<file path="config.mk">
export PLATFORM = sky130hd
export DESIGN_NAME = lives_display_ctrl
export DESIGN_NICKNAME = d
export VERILOG_FILES = /design/src/rtl/lives_display_ctrl.sv
export SDC_FILE = /design/constraint.sdc
export NUM_CORES = 1
export LEC_CHECK = 0
export CAP_MARGIN = 5
export CORE_MARGIN = 2
export CORE_UTILIZATION = 55
export CTS_CLUSTER_SIZE = 14
export DETAILED_ROUTE_END_ITERATION = 7
export PLACE_DENSITY = 0.93
export SYNTH_ARGS = -nofsm -noshare
export SYNTH_HDL_FRONTEND = slang
export SYNTH_SLANG_ARGS = --single-unit
export TNS_END_PERCENT = 50
</file>
<file path="constraint.sdc">
create_clock -name clk -period 4.61 [get_ports clk]
set_input_delay 0.461 -clock clk [delete_from_list [all_inputs] [get_ports clk]]
set_output_delay 0.461 -clock clk [all_outputs]
set_load 0.03 [all_outputs]
</file>
<file path="src/rtl/lives_display_ctrl.sv">
// Player life counter with invulnerability/blink handling and
// per-pixel heart slot hit test feeding the heart bitmap stage.
module lives_display_ctrl #(
   parameter int MAX_LIVES     = 5,
   parameter int INIT_LIVES    = 3,
   parameter int TOPLEFT_X     = 16,
   parameter int TOPLEFT_Y     = 8,
   parameter int HEART_SIZE    = 32,
   parameter int SPACING       = 36,
   parameter int INVULN_FRAMES = 120,
   parameter int BLINK_FRAMES  = 8
) (
   input  logic        clk,
   input  logic        reset,
   input  logic        startOfFrame,
   input  logic [10:0] pixelX,
   input  logic [10:0] pixelY,
   input  logic        playerHit,
   input  logic        lifePickup,
   input  logic        gameRestart,
   output logic        InsideRectangle,
   output logic [10:0] offsetX,
   output logic [10:0] offsetY,
   output logic [2:0]  livesCount,
   output logic        invulnerable,
   output logic        gameOver
);

   typedef enum logic [1:0] {ALIVE, INVULN, GAME_OVER} state_t;

   localparam int CW = $clog2(INVULN_FRAMES + 1);
   localparam int BW = $clog2(BLINK_FRAMES + 1);
   localparam logic [2:0]  MAXL = 3'(MAX_LIVES);
   localparam logic [2:0]  INIT = 3'(INIT_LIVES);
   localparam logic [10:0] TOP  = 11'(TOPLEFT_Y);
   localparam logic [10:0] HS   = 11'(HEART_SIZE);

   state_t         state, state_nx;
   logic [2:0]     lives, lives_nx, lives_inc;
   logic [CW-1:0]  cnt, cnt_nx;
   logic [BW-1:0]  blink_cnt, blink_cnt_nx;
   logic           blink, blink_nx;

   always_ff @(posedge clk or posedge reset) begin
      if (reset) begin
         state     <= ALIVE;
         lives     <= INIT;
         cnt       <= '0;
         blink_cnt <= '0;
         blink     <= 1'b0;
      end else begin
         state     <= state_nx;
         lives     <= lives_nx;
         cnt       <= cnt_nx;
         blink_cnt <= blink_cnt_nx;
         blink     <= blink_nx;
      end
   end

   always_comb begin
      state_nx     = state;
      lives_nx     = lives;
      cnt_nx       = cnt;
      blink_cnt_nx = blink_cnt;
      blink_nx     = blink;
      lives_inc    = (lives == MAXL) ? lives : lives + 3'd1;
      if (gameRestart) begin
         state_nx     = ALIVE;
         lives_nx     = INIT;
         cnt_nx       = '0;
         blink_cnt_nx = '0;
         blink_nx     = 1'b0;
      end else begin
         unique case (state)
            ALIVE: begin
               if (playerHit && lifePickup) begin
                  // a pickup on the last life cancels the hit entirely
                  if (lives != 3'd1) begin
                     state_nx     = INVULN;
                     cnt_nx       = CW'(INVULN_FRAMES);
                     blink_cnt_nx = '0;
                     blink_nx     = 1'b0;
                  end
               end else if (playerHit) begin
                  lives_nx = lives - 3'd1;
                  if (lives == 3'd1) begin
                     state_nx = GAME_OVER;
                  end else begin
                     state_nx     = INVULN;
                     cnt_nx       = CW'(INVULN_FRAMES);
                     blink_cnt_nx = '0;
                     blink_nx     = 1'b0;
                  end
               end else if (lifePickup) begin
                  lives_nx = lives_inc;
               end
            end
            INVULN: begin
               if (lifePickup) lives_nx = lives_inc;
               if (startOfFrame) begin
                  if (cnt == CW'(1)) begin
                     state_nx     = ALIVE;
                     cnt_nx       = '0;
                     blink_cnt_nx = '0;
                     blink_nx     = 1'b0;
                  end else begin
                     cnt_nx = cnt - CW'(1);
                     if (blink_cnt == BW'(BLINK_FRAMES - 1)) begin
                        blink_cnt_nx = '0;
                        blink_nx     = ~blink;
                     end else begin
                        blink_cnt_nx = blink_cnt + BW'(1);
                     end
                  end
               end
            end
            GAME_OVER: ;
            default: state_nx = ALIVE;
         endcase
      end
   end

   logic                 in_y;
   logic [MAX_LIVES-1:0] slot_hit;
   logic [10:0]          slot_x [MAX_LIVES];

   assign in_y = (pixelY >= TOP) && (pixelY < TOP + HS);

   for (genvar i = 0; i < MAX_LIVES; i++) begin : g_slot
      localparam logic [10:0] LEFT = 11'(TOPLEFT_X + i * SPACING);
      logic vis;
      assign vis = (3'(i) < lives) ||
                   ((state == INVULN) && (3'(i) == lives) && blink);
      assign slot_hit[i] = vis && in_y &&
                           (pixelX >= LEFT) && (pixelX < LEFT + HS);
      assign slot_x[i] = pixelX - LEFT;
   end

   logic        inside_c;
   logic [10:0] ox_c, oy_c;

   // slots never overlap, so OR-ing the gated offsets is a clean mux
   always_comb begin
      inside_c = |slot_hit;
      ox_c     = '0;
      for (int i = 0; i < MAX_LIVES; i++) begin
         if (slot_hit[i]) ox_c = ox_c | slot_x[i];
      end
      oy_c = inside_c ? pixelY - TOP : 11'd0;
   end

   always_ff @(posedge clk or posedge reset) begin
      if (reset) begin
         InsideRectangle <= 1'b0;
         offsetX         <= '0;
         offsetY         <= '0;
      end else begin
         InsideRectangle <= inside_c;
         offsetX         <= ox_c;
         offsetY         <= oy_c;
      end
   end

   assign livesCount   = lives;
   assign invulnerable = (state == INVULN);
   assign gameOver     = (state == GAME_OVER);

endmodule
</file>
; ---- Word-level counts from Yosys, hierarchy flattened
; Cells that the tools add are included.
[totals]
regBits = 40
inputBits = 28
wordCells = 145
[classes]
addsub = 10
order_cmp = 17
eq_ne = 19
mux = 46
n_bitwise = 5
n_reduce_logical = 40
[op_table]
columns = operator, n
row1 = $mux W11, 6
row2 = $mux W7, 7
row3 = $or A11 B11 Y11, 4
row4 = $mux W4, 8
row5 = $logic_and A1 B1 Y1, 27
row6 = $ge A11 B7 Y1 const B, 2
row7 = $lt A11 B6 Y1 const B, 2
row8 = $lt A11 B7 Y1 const B, 2
row9 = $lt A11 B8 Y1 const B, 2
row10 = $sub A11 B7 Y11 const B, 2
row11 = $mux W3, 5
row12 = $mux W2, 7
row13 = $pmux W7 S2, 1
row14 = $ne A4 B4 Y1 const B, 3
row15 = $ge A11 B4 Y1 const B, 1
row16 = $ge A11 B5 Y1 const B, 1
row17 = $ge A11 B6 Y1 const B, 1
row18 = $ge A11 B8 Y1 const B, 1
row19 = $sub A11 B4 Y11 const B, 1
row20 = $sub A11 B5 Y11 const B, 1
row21 = $sub A11 B6 Y11 const B, 1
row22 = $sub A11 B8 Y11 const B, 1
row23 = $reduce_and A5 Y1, 2
row24 = $mux W1, 8
row25 = 33 further kinds, 41

; ---- Logic depth before layout (Yosys ltp)
; Gate-level depths: netlist of run 1.
[logic_depth]
depth_word = 16
mapped_depth = 9
mapped_depth_nobuf = 7

; ---- Least setup slack after synthesis of run 1
; No wires, ideal clock.
[synth_path]
path_kind = register -> register
from = register lives[0] (netlist: livesCount[0])
to = register offsetX[2]
setup_time_ns = 0.127
arrival_time_ns = 2.175
required_time_ns = 4.483
path_slack_ns = 2.308
path_stages_with_launch = 9
period_less_slack_ns = 2.302
path_cell_list = dfstp_2 -> inv_1 -> ha_1 -> and4b_1 -> o311ai_1 -> o32ai_2 -> o21ai_2 -> buf_6 -> mux2i_1
[synth_via]
elab_chain_cells = 16
[synth_lines]
columns = item, line_no
row1 = "start, declared", 39  ; logic [2:0] lives, lives_nx, lives_inc;
row2 = "start signal, assigned", 53  ; lives <= lives_nx;
row3 = branches (longest 15 deep; another with $lt A1 B3 Y1), --
row4 = $mux W11 (*), 147  ; if (slot_hit[i]) ox_c = ox_c | slot_x[i];
row5 = net ox_c[2], 140  ; logic [10:0] ox_c, oy_c;
row6 = "end signal, assigned", 155  ; offsetX <= '0;
row7 = "end signal, assigned", 159  ; offsetX <= ox_c;
row8 = "end, declared", 22  ; output logic [10:0] offsetX,
; Mark *: on every way through the listed nets, which the timed path passes.
; A chain may end at the register's enable or synchronous reset.

; ---- Worst setup path after layout of run 1
[layout_path]
from = input pixelX[6]
to = register offsetY[1]
[layout_via]
elab_chain_cells = 5
[layout_lines]
columns = item, line_no
row1 = "start, declared", 16  ; input logic [10:0] pixelX,
row2 = "$ge A11 B5 Y1, or another cell as far along", 135  ; (pixelX >= LEFT) && (pixelX < LEFT + HS);
row3 = $logic_and A1 B1 Y1, 134  ; assign slot_hit[i] = vis && in_y &&
row4 = $logic_and A1 B1 Y1, 135
row5 = $reduce_or A5 Y1 (*), 144  ; inside_c = |slot_hit;
row6 = $mux W11 (*), 149  ; oy_c = inside_c ? pixelY - TOP : 11'd0;
row7 = net oy_c[1], 140
row8 = "end signal, assigned", 160  ; offsetY <= oy_c;
row9 = "end, declared", 23  ; output logic [10:0] offsetY,
; Mark *: on every way through the listed nets, which the timed path passes. The rest lies on a longest branch.

==> results of run 1 <==
-- sequential cells by signal, indices dropped and copies added, names as in the netlist --
signal	cells
InsideRectangle	1
cnt	7
offsetY	11
state	2
blink	1
livesCount	3
blink_cnt	4
offsetX	11
-- how the worst min path moves through the flow --
stage / start / end / slack, ns / cells after the start
finish: cnt[5]$_DFFE_PP0P_ / cnt[5]$_DFFE_PP0P_ / 0.54 / 2
global placement: blink_cnt[3]$_DFFE_PP0P_ / blink_cnt[3]$_DFFE_PP0P_ / 0.51 / 1
detailed placement: blink_cnt[3]$_DFFE_PP0P_ / blink_cnt[3]$_DFFE_PP0P_ / 0.51 / 1
floorplan: blink_cnt[3]$_DFFE_PP0P_ / blink_cnt[3]$_DFFE_PP0P_ / 0.49 / 1
CTS: cnt[5]$_DFFE_PP0P_ / cnt[5]$_DFFE_PP0P_ / 0.54 / 2
global route: blink_cnt[3]$_DFFE_PP0P_ / blink_cnt[3]$_DFFE_PP0P_ / 0.56 / 1
-- per-stage QoR --
step	worst slack, ns	hold slack, ns	instances
after floorplan	2.308	0.4879	310
after global placement	1.317	0.5072	422
after detailed placement	1.328	0.5100	422
after CTS	1.638	0.5397	430
after global routing	1.342	0.5569	430
final	1.570	0.5422	430
-- critical path, stage by stage --
cell	delay, ns
sky130_fd_sc_hd__clkdlybuf4s50_1	0.81
sky130_fd_sc_hd__inv_1	0.23
sky130_fd_sc_hd__ha_1	0.25
sky130_fd_sc_hd__a21boi_0	0.30
sky130_fd_sc_hd__o31a_1	0.33
sky130_fd_sc_hd__o32ai_2	0.13
sky130_fd_sc_hd__o21ai_2	0.49
sky130_fd_sc_hd__a21boi_0	0.17
-- Yosys cell counts, drive strengths merged, types with 3 or more instances --
cell,count,share of area [%]
nand3,10,1.8
nor3,14,2.5
or3,7,1.5
nor4b,5,1.5
a22o,4,1.2
o221ai,4,1.2
nand4,3,0.66
o21ai,22,4.2
nand2,17,2.3
a21o,3,0.80
o22ai,3,0.66
ha,23,10
nand2b,9,2.0
a21oi,28,5.0
dfrtp,38,34
nor2,12,1.7
nor4,5,1.3
nor2b,4,0.88
xnor2,11,3.4
a31oi,4,0.88
inv,19,2.5
clkbuf,8,1.1
mux2i,3,1.1
a21boi,7,1.9
buf,6,1.5
-- where the power goes --
part           leakage, nW  total [mW]  internal, mW  switching, mW
sequential           0.544       0.401         0.373         0.0276
clock               0.0552       0.283         0.161          0.122
combinational        0.862       0.288         0.119          0.170
total                 1.46       0.972         0.653          0.319
-- cell families after synthesis --
kind of cell | after synthesis | share of synthesized area [%]
AO/OA/AOI/OAI | 97 | 23.52
XOR/XNOR | 13 | 4.023
adder cells (fa/ha/maj) | 23 | 10.17
buffers and inverters | 33 | 5.084
flip-flops | 40 | 35.46
multiplexers | 3 | 1.061
AND/OR/NAND/NOR | 101 | 20.69
-- final cells by class --
class	count	area, um^2	area share, %
clock buffers	6	72.57	2.067
clock inverters	2	35.03	0.9979
inverters	19	71.32	2.031
multi-input cells	237	1683	47.93
flip-flops and latches	40	1003	28.58
well taps	70	87.58	2.495
repair buffers	56	558.0	15.89
-- metal layers --
layer | GRT usage (%) | vias to the layer above | wire (um)
met2 | 41.84 | 130 | 3538
met1 | 35.62 | 1254 | 3012
li1 | - | 1243 | -
met3 | 2.910 | 28 | 537
met5 | 0 | - | 0
met4 | 12.09 | 0 | 233
==> impl_metrics.tcl, run 1 <==
set metrics [dict create \
    synth_enable_flop_cells 0 \
    regToRegSetupSlack_ns 1.81 \
    cts_buffer_count 5 \
    n_fill_cell 372 \
    status "completed" \
    initialDrtViolationCount 273 \
    std_cell_core_area_um2 5042 \
    report.power.total_uw 972.1 \
    final_core_util_pct 69.63 \
    finalCritPeriodShare_pct 65.94 \
    maxCapViolations 0 \
    floorplan.initialDensity_pct 56.13 \
    insertion_delay_ns 0.30 \
    cts_tree "yes" \
    cts_hold_buffers 0 \
    postSynthNetCount 361 \
    first_global_vias 2425 \
    clk_pin_slew_worst_paths_ns 0.08 \
    dr.pass1.iters 5 \
    critical_path_fanouts_max 15 \
    synthesis.area_per_instance_um2 9.130 \
    r2r-start "livesCount[0]$_DFFE_PP1P_" \
    timing.slew.headroom_pct 45.29 \
    gp_weighted_congestion 0.9822 \
    criticalPathCategory "in -> reg" \
    drt_drc_violations_left 0 \
    synth_cell_type_count 62 \
    drt-total-wl_um 7322 \
    leakage_nw 1.461 \
    worst-endpoint-required_ns 4.75 \
    post_cts_buffers 0 \
    ff2ff_path_depth 7 \
    layout-drive-gt1-share_pct 6.389 \
    setup_repair_after_global_routing_missed_its_margin "no" \
    crit_path_end_kind "flop" \
    syn_area_um2 2830 \
    post-route-cell-area_um2 3511 \
    wirelength_per_cell_um 17.03 \
    globalRouteOverflowTotal 0 \
    antenna_cells 0 \
    asyncSetResetFlopFracSynth_pct 100.0 \
    layout.nets 410 \
    die_area_um2 5736 \
    dpl.hpwl_um 5353 \
    htree_levels 2 \
    initial_antenna_violation_count 0 \
    die-height_um 75.74 \
    final_hold_viol_count 0 \
    cts.repair.resized 0 \
    final_setup_violation_count 0 \
    clk_path_buf_depth 2 \
    rows 26 \
    final_period_minus_worst_setup_slack_ns 3.040 \
    highest_clock_frequency_the_design_can_meet_ghz 0.3290 \
    power.density_nw_per_um2 276.9 \
    cp.arrival_ns 3.18 \
    synth-seq-area-share_pct 35.46 \
    worst_setup_path_start_kind "input pin" \
    final_max_slew_viol_count 0 \
    hold_class "reg -> reg" \
    layout_commonest_cell "sky130_fd_sc_hd__clkdlybuf4s50_1" \
    io_buffers 55 \
    ios 56 \
    via_per_inst 6.174 \
    first_pass_grt_wire_length_um 11430 \
    transition_time_at_the_pin_with_the_least_slew_margin_ns 0.8143 \
    cts_root_buf "sky130_fd_sc_hd__clkbuf_8" \
    placedInstanceArea_um2 3403 \
    global_router_s_overall_resource_usage_pct 26.17 \
    synth-seq-cells 40 \
    clock_sink_count 40 \
    finalSetupTns_ns 0 \
    vias 2655 \
    synthesis.instances 310 \
    maximum_vdd_drop_uv 146.4 \
    drt.antenna.violating_nets 0 \
    pin_count_of_the_biggest_net_entering_global_routing 41 \
    capture_point_of_the_worst_reg_to_reg_path "offsetY[1]$_DFF_PP0_" \
    synth_flop_cell "sky130_fd_sc_hd__dfrtp_1" \
    critPathCapture "offsetY[1]$_DFF_PP0_" \
    critPathLaunch "pixelX[6]" \
    area_growth_from_synthesis_to_layout_pct 24.05 \
    number_of_synthesis_warnings 0 \
    worst_clock_skew_ns 0.003287 \
    die-width_um 75.74 \
    most-common-layout-cells "55 x sky130_fd_sc_hd__clkdlybuf4s50_1, 38 x sky130_fd_sc_hd__dfrtp_1, 28 x sky130_fd_sc_hd__a21oi_1, 23 x sky130_fd_sc_hd__ha_1, 20 x sky130_fd_sc_hd__o21ai_0" \
]
No activity file was read; power rests on OpenSTA's default activity.
==> run 2: changes to the inputs <==
--- a/config.mk
+++ b/config.mk
@@ -7,10 +7,10 @@
 export LEC_CHECK = 0
 export CAP_MARGIN = 5
 export CORE_MARGIN = 2
-export CORE_UTILIZATION = 55
+export CORE_UTILIZATION = 47
 export CTS_CLUSTER_SIZE = 14
 export DETAILED_ROUTE_END_ITERATION = 7
-export PLACE_DENSITY = 0.93
+export PLACE_DENSITY = 0.86
 export SYNTH_ARGS = -nofsm -noshare
 export SYNTH_HDL_FRONTEND = slang
 export SYNTH_SLANG_ARGS = --single-unit
==> constraint.sdc (replaced) <==
create_clock -name clk -period 2.75 [get_ports clk]
set_input_delay 0.275 -clock clk [delete_from_list [all_inputs] [get_ports clk]]
set_output_delay 0.275 -clock clk [all_outputs]
set_load 0.03 [all_outputs]
==> impl_metrics.tcl, run 2 (synthesis gave the netlist of run 1 again) <==
set metrics [dict create \
    clock_sink_count 40 \
    sw_frac_of_total_pct 32.70 \
    switching_power_uw 537.3 \
    power.density_nw_per_um2 450.3 \
    finalCritPeriodShare_pct 88.46 \
    initial_antenna_violation_count 0 \
    initialDrtViolationCount 116 \
    area_growth_from_synthesis_to_layout_pct 28.91 \
    worst_clock_skew_ns 0.004725 \
    clk_pin_slew_worst_paths_ns 0.08 \
    internal_power_mw 1.106 \
    cts.repair.resized 0 \
    final_period_minus_worst_setup_slack_ns 2.433 \
    pin_count_of_the_biggest_net_entering_global_routing 41 \
    area_of_the_multi_input_gates_um2 1683 \
    post_cts_buffers 0 \
    finalSetupTns_ns 0 \
    first_pass_grt_wire_length_um 12000 \
    criticalPathCategory "in -> reg" \
    maximum_vdd_drop_uv 236.2 \
    family_with_the_most_delay_on_the_worst_path "compound AO/OA/AOI/OAI gates" \
    drt.antenna.violating_nets 0 \
    std_cell_core_area_um2 5886 \
    critical_path_buf_inv_count 2 \
    power.clock.fraction_pct 29.0 \
    n_fill_cell 507 \
    dpl_worst_slack_ns 0.05995 \
    clk_path_buf_depth 2 \
    crit_path_cell_trace "clkdlybuf4s50_1 > inv_1 > ha_1 > a21o_1 > o2bb2ai_1 > nor4_2 > a31oi_1 > o221ai_1" \
    final_hold_viol_count 0 \
    final_setup_violation_count 0 \
    registers_with_the_most_flip_flops "offsetX (11), offsetY (11), cnt (7)" \
    setup_repair_after_global_routing_missed_its_margin "no" \
    htree_levels 2 \
    leakage_nw 1.542 \
    global_router_s_overall_resource_usage_pct 23.12 \
    die_area_um2 6659 \
    insertion_delay_ns 0.30 \
    cpPeakStageDelay_ns 0.60 \
    wirelength_per_cell_um 15.83 \
    antenna_cells 0 \
    globalRouteOverflowTotal 0 \
    fin_cells 452 \
    dpl.hpwl_um 5592 \
    worst-endpoint-required_ns 2.96 \
    finalHoldWorstSlack_ns 0.3923 \
    dpl_cells 444 \
    gp_weighted_congestion 0.9440 \
    power_frac_comb_pct 30.0 \
    crit_slowest_cell "sky130_fd_sc_hd__clkdlybuf4s50_1" \
    rows 28 \
    cts_root_buf "sky130_fd_sc_hd__clkbuf_8" \
    layout-drive-gt1-share_pct 10.88 \
    layout.area.seq_um2 1003 \
    critical_path_fanouts_max 7 \
    cts_hold_buffers 0 \
    cts_tree "yes" \
    layout.nets 427 \
    timing.slew.headroom_pct 50.00 \
    vias 2687 \
    ios 56 \
    dr.pass1.iters 4 \
    drt_drc_violations_left 0 \
    maxCapViolations 0 \
    cp.arrival_ns 2.64 \
    final_max_slew_viol_count 0 \
    die-height_um 81.60 \
    floorplan.initialDensity_pct 48.09 \
    status "completed" \
    worst_setup_path_start_kind "input pin" \
    sequentialPowerShare_pct 41.0 \
    io_buffers 55 \
    crit_path_end_kind "flop" \
    die-width_um 81.60 \
    transition_time_at_the_pin_with_the_least_slew_margin_ns 0.7472 \
    drt-total-wl_um 7157 \
    cts_buffer_count 5 \
    fin_ws_ns 0.3173 \
    hold_class "in -> async" \
    most-common-layout-cells "55 x sky130_fd_sc_hd__clkdlybuf4s50_1, 38 x sky130_fd_sc_hd__dfrtp_1, 28 x sky130_fd_sc_hd__a21oi_1, 23 x sky130_fd_sc_hd__ha_1, 20 x sky130_fd_sc_hd__o21ai_0" \
    via_per_inst 5.945 \
    layout_commonest_cell "sky130_fd_sc_hd__clkdlybuf4s50_1" \
    highest_clock_frequency_the_design_can_meet_ghz 0.4111 \
    first_global_vias 2562 \
]
[run 2: cell types whose count changed in the layout (fill, tap and decap cells not counted), sizes merged]
cell and change:
clkbuf -1, clkinvlp +1, buf +17
[run 2: worst paths after layout]
kind	start	slack, ns	cells after the start	to
worst max-delay path	pixelX[3]	0.32	8	offsetX[10]$_DFF_PP0_
worst min-delay path	reset	0.39	3	cnt[2]$_DFFE_PP0P_
worst max register to register	livesCount[0]$_DFFE_PP1P_	0.35	6	blink_cnt[3]$_DFFE_PP0P_
worst min register to register	blink_cnt[3]$_DFFE_PP0P_	0.56	1	blink_cnt[3]$_DFFE_PP0P_
max in group asynchronous	reset	1.98	3	livesCount[1]$_DFFE_PP1P_
min in group clk	blink_cnt[3]$_DFFE_PP0P_	0.56	1	blink_cnt[3]$_DFFE_PP0P_
[run 2: worst register-to-register path, cell delays in order, from the launching register on]
cell	delay, ns
sky130_fd_sc_hd__dfstp_2	0.62
sky130_fd_sc_hd__ha_1	0.27
sky130_fd_sc_hd__nor2b_1	0.22
sky130_fd_sc_hd__o21ai_0	0.16
sky130_fd_sc_hd__a21oi_1	0.62
sky130_fd_sc_hd__nor2b_1	0.17
sky130_fd_sc_hd__a22o_1	0.22
[run 2: cell type report]
type	count	share of cell area [%]
Timing Repair Buffer	73	18.79
Tap cell	75	2.572
Clock buffer	5	1.886
Inverter	19	1.955
Sequential cell	40	27.50
Multi-Input combinational cell	237	46.12
Clock inverter	3	1.166
[run 2: routing by layer]
layer	track usage, %	share of wire [%]	vias to the layer above
li1	-	-	1279
met1	31.45	42	1291
met2	37.38	49	105
met3	2.857	6.3	12
met4	9.333	2.2	0
met5	0	0	-
[run 2: power by group through the flow]
stage               Sequential (mW)  Combinational (mW)  Clock [mW]
floorplan                     0.683               0.317           0
global placement              0.681               0.471           0
detailed placement            0.685               0.487           0
CTS                           0.673               0.491       0.486
global route                  0.682               0.545       0.517
finish                        0.674               0.492       0.477
[run 2: stage by stage]
stage	utilization, %	total power [mW]	instance area [um^2]
floorplan	-	1.000	2830
global placement	60.10	1.152	3537
detailed placement	60.10	1.172	3537
CTS	61.99	1.650	3649
global route	61.99	1.744	3649
finish	61.99	1.643	3649
